### src/rtl/fetch_unit.sv
// Program counter and fetch control for a 1-cycle-latency synchronous instruction memory.
// Presents a valid instruction/PC pair to decode, with stall hold, redirect squash and a misalignment fault.
module fetch_unit #(
  parameter int          ADDR_W   = 7,
  parameter logic [31:0] RESET_PC = 32'h0000_0000,
  parameter logic [31:0] NOP      = 32'h0000_0013
) (
  input  logic              clk,
  input  logic              rst,
  input  logic              stall,
  input  logic              redirect,
  input  logic [31:0]       redirect_pc,
  output logic [ADDR_W-1:0] addr_instr_mem,
  output logic              instruct_en,
  input  logic [31:0]       instruction,
  output logic [31:0]       instr_out,
  output logic [31:0]       pc_out,
  output logic [31:0]       pc_plus4,
  output logic              instr_valid,
  output logic              misalign_fault,
  output logic [31:0]       fetch_cnt
);

  logic [31:0] fetch_pc;
  logic [31:0] pc_q;
  logic        valid_q;
  logic        fault_q;
  logic [31:0] cnt_q;
  logic        consume;

  // Decode takes the current instruction only on a clean, unstalled, non-redirect cycle.
  assign consume = valid_q && !stall && !redirect && !fault_q;

  always_ff @(posedge clk) begin
    if (rst) begin
      fetch_pc <= RESET_PC;
      pc_q     <= RESET_PC;
      valid_q  <= 1'b0;
      fault_q  <= 1'b0;
      cnt_q    <= 32'd0;
    end else if (!fault_q) begin
      if (consume) begin
        cnt_q <= cnt_q + 32'd1;
      end
      if (redirect) begin
        valid_q <= 1'b0;
        if (redirect_pc[1:0] != 2'b00) begin
          fault_q <= 1'b1;
        end else begin
          // Target read is issued next cycle; the wrong-path read in flight is squashed.
          fetch_pc <= redirect_pc;
        end
      end else if (!stall) begin
        pc_q     <= fetch_pc;
        valid_q  <= 1'b1;
        fetch_pc <= fetch_pc + 32'd4;
      end
    end
  end

  // The memory holds its output while disabled, which keeps instr_out stable under stall.
  assign instruct_en    = !rst && !stall && !fault_q;
  assign addr_instr_mem = fetch_pc[ADDR_W+1:2];
  assign instr_out      = valid_q ? instruction : NOP;
  assign pc_out         = pc_q;
  assign pc_plus4       = pc_q + 32'd4;
  assign instr_valid    = valid_q;
  assign misalign_fault = fault_q;
  assign fetch_cnt      = cnt_q;

endmodule
### config.mk
export PLATFORM = sky130hd
export DESIGN_NAME = fetch_unit
export DESIGN_NICKNAME = d
export VERILOG_FILES = /design/src/rtl/fetch_unit.sv
export SDC_FILE = /design/constraint.sdc
export NUM_CORES = 1
export LEC_CHECK = 0
export CORE_MARGIN = 4
export CORE_UTILIZATION = 35
export DETAILED_ROUTE_END_ITERATION = 10
export PLACE_DENSITY = 0.63
export SETUP_SLACK_MARGIN = 0.05
export SYNTH_ARGS = -nofsm -noshare
export SYNTH_HDL_FRONTEND = slang
export SYNTH_SLANG_ARGS = --single-unit
### constraint.sdc
create_clock -name clk -period 2.5 [get_ports clk]
set_input_delay 0.5 -clock clk [delete_from_list [all_inputs] [get_ports clk]]
set_output_delay 0.5 -clock clk [all_outputs]
set_load 0.005 [all_outputs]
# Word-level counts from Yosys, hierarchy flattened
# Cells that the tools add are included.
# word_totals
regBits	98
latchBits	0
ram_bits	0
mem_bits_ro	0
input_bits	68
out_inout_bits	138
wordCells	36
mem_count	0
# classes
n_addsub	3
mul	0
div	0
n_lt_le_gt_ge	0
eq_ne	2
shift	0
muxes	9
bitwise_logic	3
reduce_logical	14
# op_table
operator	count
2-to-1 mux 32 bit	4
adder 32 x 3 -> 32 bit (second input constant)	2
adder 32 x 1 -> 32 bit (second input constant)	1
AND reduction 3 bit	2
logical AND 1 bit	5
2-to-1 mux 1 bit	5
logical NOT 1 bit	4
AND reduction 2 bit	2
inverter 1 bit	3
inequality test 2 x 1 -> 1 bit (second input constant)	1
inequality test 2 bit (second input constant)	1
nonzero test 2 bit	1

# Depth between registers and ports, before layout
# depth
ltp_word	5
mapped_depth	8
ltp_nobuf	6

# Worst setup path after synthesis
# Ideal clock, no wire load.
# synth_path
path_kind	reg2out
start	register pc_q[2], in the netlist pc_out[2]
end	output pc_plus4[20]
t_arrival_ps	1564
required_ps	2000
slack_ps	436
stages_incl_launch_ff	6
n_path_buf	0
path_cell_list	dfxtp_1 > ha_1 > nand3_1 > or3_1 > nor3_1 > xor2_1
# synth_via
elab_chain_len	1
# synth_rtl
item	line	rtl
from (decl)	25	logic [31:0] pc_q;
from (signal assigned)	54	pc_q <= fetch_pc;
adder 32 x 3 -> 32 bit	66	assign pc_plus4 = pc_q + 32'd4;
to (decl)	18	output logic [31:0] pc_plus4,
# No other way between the ends.

# Final worst setup path
# layout_path
start	register pc_q[12], in the netlist pc_out[12]
end	output pc_plus4[31]
# Same word-level chain as after synthesis.

==> key figures <==
Status
  • Status: finished clean

Die
  • Core area: 15300 sq um
  • Initial core utilization: 0.359
  • IO Count: 206
  • Site Rows: 45
  • Die width: 133 um
  • Die H: 133 um
  • Die Area: 17800 sq um

Drt
  • Via Count: 5817
  • Initial drt markers: 345
  • Post-DR wirelength/cell: 14.9 um
  • DR pass1 iterations: 4
  • Via density: 5.05
  • Total Wirelength: 17200 um
  • Residual DRC count: 0
  • DRT antenna net count: 0

Synthesis
  • Top cell type's share of synthesized area: 0.357
  • Main synth FF type: dfxtp_1
  • Async S/R FF share, synth: 0
  • Synthesis Warnings: 0
  • Synth Area per Inst: 7.71 sq um
  • Register area share after synthesis: 0.357
  • Leading area contributor after synthesis: dfxtp_1
  • Post-synth EDFFs: 0
  • Yosys reg bits: 98
  • Post-Syn Area: 5500 sq um
  • Post-Synthesis Cells: 713
  • Distinct cells, synth: 57
  • Synth area leaders: dfxtp_1 (36%), nand2_1 (7.8%), xnor2_1 (6.5%)
  • Syn nets: 784

Layout
  • Final core occ: 0.551
  • Ant. Diodes: 0
  • Share of layout cells above drive strength 1: 0.152
  • Nets@finish: 1007
  • Multi-input gate area: 3390 sq um
  • Sequential cell area: 1980 sq um
  • Most common cell after layout, fill and taps aside: clkdlybuf4s50_1
  • Fillers: 1541
  • Area grow syn2layout: 53.4%
  • Most frequent cells in the layout: clkdlybuf4s50_1 (179), nand2_1 (113), dfxtp_1 (88)

Setup path
  • Crit-path max FO: 3
  • CP Data Arrival Time: 1880 ps
  • Startpoint types: register
  • CP Capture Type: output pin
  • WS Path Type: register to output pin
  • Worst EP required: 2000 ps

Power
  • LEAKAGE: 3.12 nW
  • Pwr Density: 421 nW/um^2
  • Worst IR Drop VDD: 0.278 mV
  • Pwr Total: 3.56 mW

Global route
  • M2 GR Usage: 0.299
  • Most crowded layer after global routing: met2
  • Vias in the first global route: 5500
  • First-pass GRT wire length: 27900 um
  • GR Layer Usage met1: 0.247
  • Overall routing resource usage: 0.188
  • Largest net degree at the start of global routing: 92
  • GRT met3 Usage: 0.0544
  • Initial antenna violation count: 0
  • Grt ovf: 0

Clocking
  • Clock Root Buffer: clkbuf_16
  • Hold-fix buffers, CTS: 0
  • Total CTS buffers: 9
  • H-tree Lvls: 3
  • # clock sinks: 98
  • Clk buf depth: 2
  • CTS clk-pin slew, worst paths: 70 ps
  • CTS tree: built
  • Worst skew pair latency: 340 ps

Timing
  • TNS Setup: 0 ps
  • Setup WS post-layout: 120 ps
  • Final worst path period need: 2380 ps
  • Rel. slew slack: 0.664
  • Setup Skew: 11.6 ps
  • Final setup viols: 0
  • Final Max Tran Viols: 0
  • Period utilisation layout: 0.952
  • RSZ-0062 raised after global routing: yes
  • Count of final hold-check violations: 0
  • Max Freq: 0.420 GHz
  • Worst-Margin Slew: 504 ps

Place
  • DPL Wire Length: 12700 um
  • GPL Wtd Cong: 0.848
  • Pre-CTS setup slack: 2.07 ps
  • Input/output buffers: 205

Min path
  • HP Class: register to register

Job
  • Max_cap viols: 0
## cells in the mapped netlist, types with 11 or more instances
cell and count:
xnor2_1 41, a21oi_1 57, nand3_1 31, xor2_1 15
dfxtp_1 98, nor3_1 18, clkbuf_1 31, nor2_1 66
nand4_1 25, and4_1 11, nand2_1 114, o21ai_0 20
and2_1 35, and3_1 18
## path summary, 6_finish.rpt
path | from | end | slack [ps] | cells after the start
hold reg to reg | fetch_pc[1] | pc_out[1] | 470 | 2
setup reg to reg | fetch_pc[3] | fetch_pc[18] | 360 | 6
hold / removal | fetch_pc[1] | pc_out[1] | 470 | 2
setup / recovery | pc_out[12] | pc_plus4[31] | 120 | 8
## cells by family after synthesis
logic type,Yosys count,share of synthesized area
AND/OR/NAND/NOR,363,0.345
AO/OA/AOI/OAI,123,0.135
flip-flops,98,0.357
buffers and inverters,62,0.0535
XOR/XNOR,56,0.0892
multiplexers,8,0.0146
adder cells (fa/ha/maj),3,0.00683
## layout make-up
cell class | count | area share
Tap cell | 211 | 0.0313
Clock buffer | 11 | 0.0276
Multi-Input combinational cell | 553 | 0.402
Sequential cell | 98 | 0.235
Timing Repair Buffer | 266 | 0.293
Clock inverter | 5 | 0.00771
Inverter | 8 | 0.00356
## report_power, final
part	internal, mW	total, mW	switching (mW)	leakage [nW]
logic	0.275	0.493	0.217	2.18
registers	1.60	1.67	0.0630	0.800
clock network	0.784	1.40	0.612	0.144
## sequential cells by signal, summed over array words and instances, names as in the netlist
| signal | cells |
|---|---|
| misalign_fault | 1 |
| pc_out | 32 |
| fetch_cnt | 32 |
| instr_valid | 1 |
| fetch_pc | 32 |
## timing repair
action / CTS / global route
setup buffers: 5 / 1
setup endpoints to repair: 23 / 20
cloned: 0 / 0
pin swaps: 9 / 12
resized for setup: 70 / 43
## routing by layer
layer | share of wire | routed length [um] | vias to the layer above
li1 | - | - | 2951
met1 | 0.45 | 7660 | 2635
met2 | 0.45 | 7760 | 211
met3 | 0.084 | 1450 | 20
met5 | 0 | 0 | -
met4 | 0.016 | 283 | 0
## worst max-delay path, stage by stage (launching register included)
cell and delay [ps]:
dfxtp_2 320, nand4_1 140, nor4_2 290, buf_4 170, buf_6 90, and2_4 140, nand4_1 110, xnor2_1 160
buf_2 130
## through the flow
step	cells	hold slack [ps]	instance area, sq um
final	1152	473	8440
after global routing	1152	492	8440
after CTS	1151	479	8400
after detailed placement	1130	469	8000
after global placement	1130	460	8000
after floorplan	713	427	5500
(Power assumes the default switching activity.)
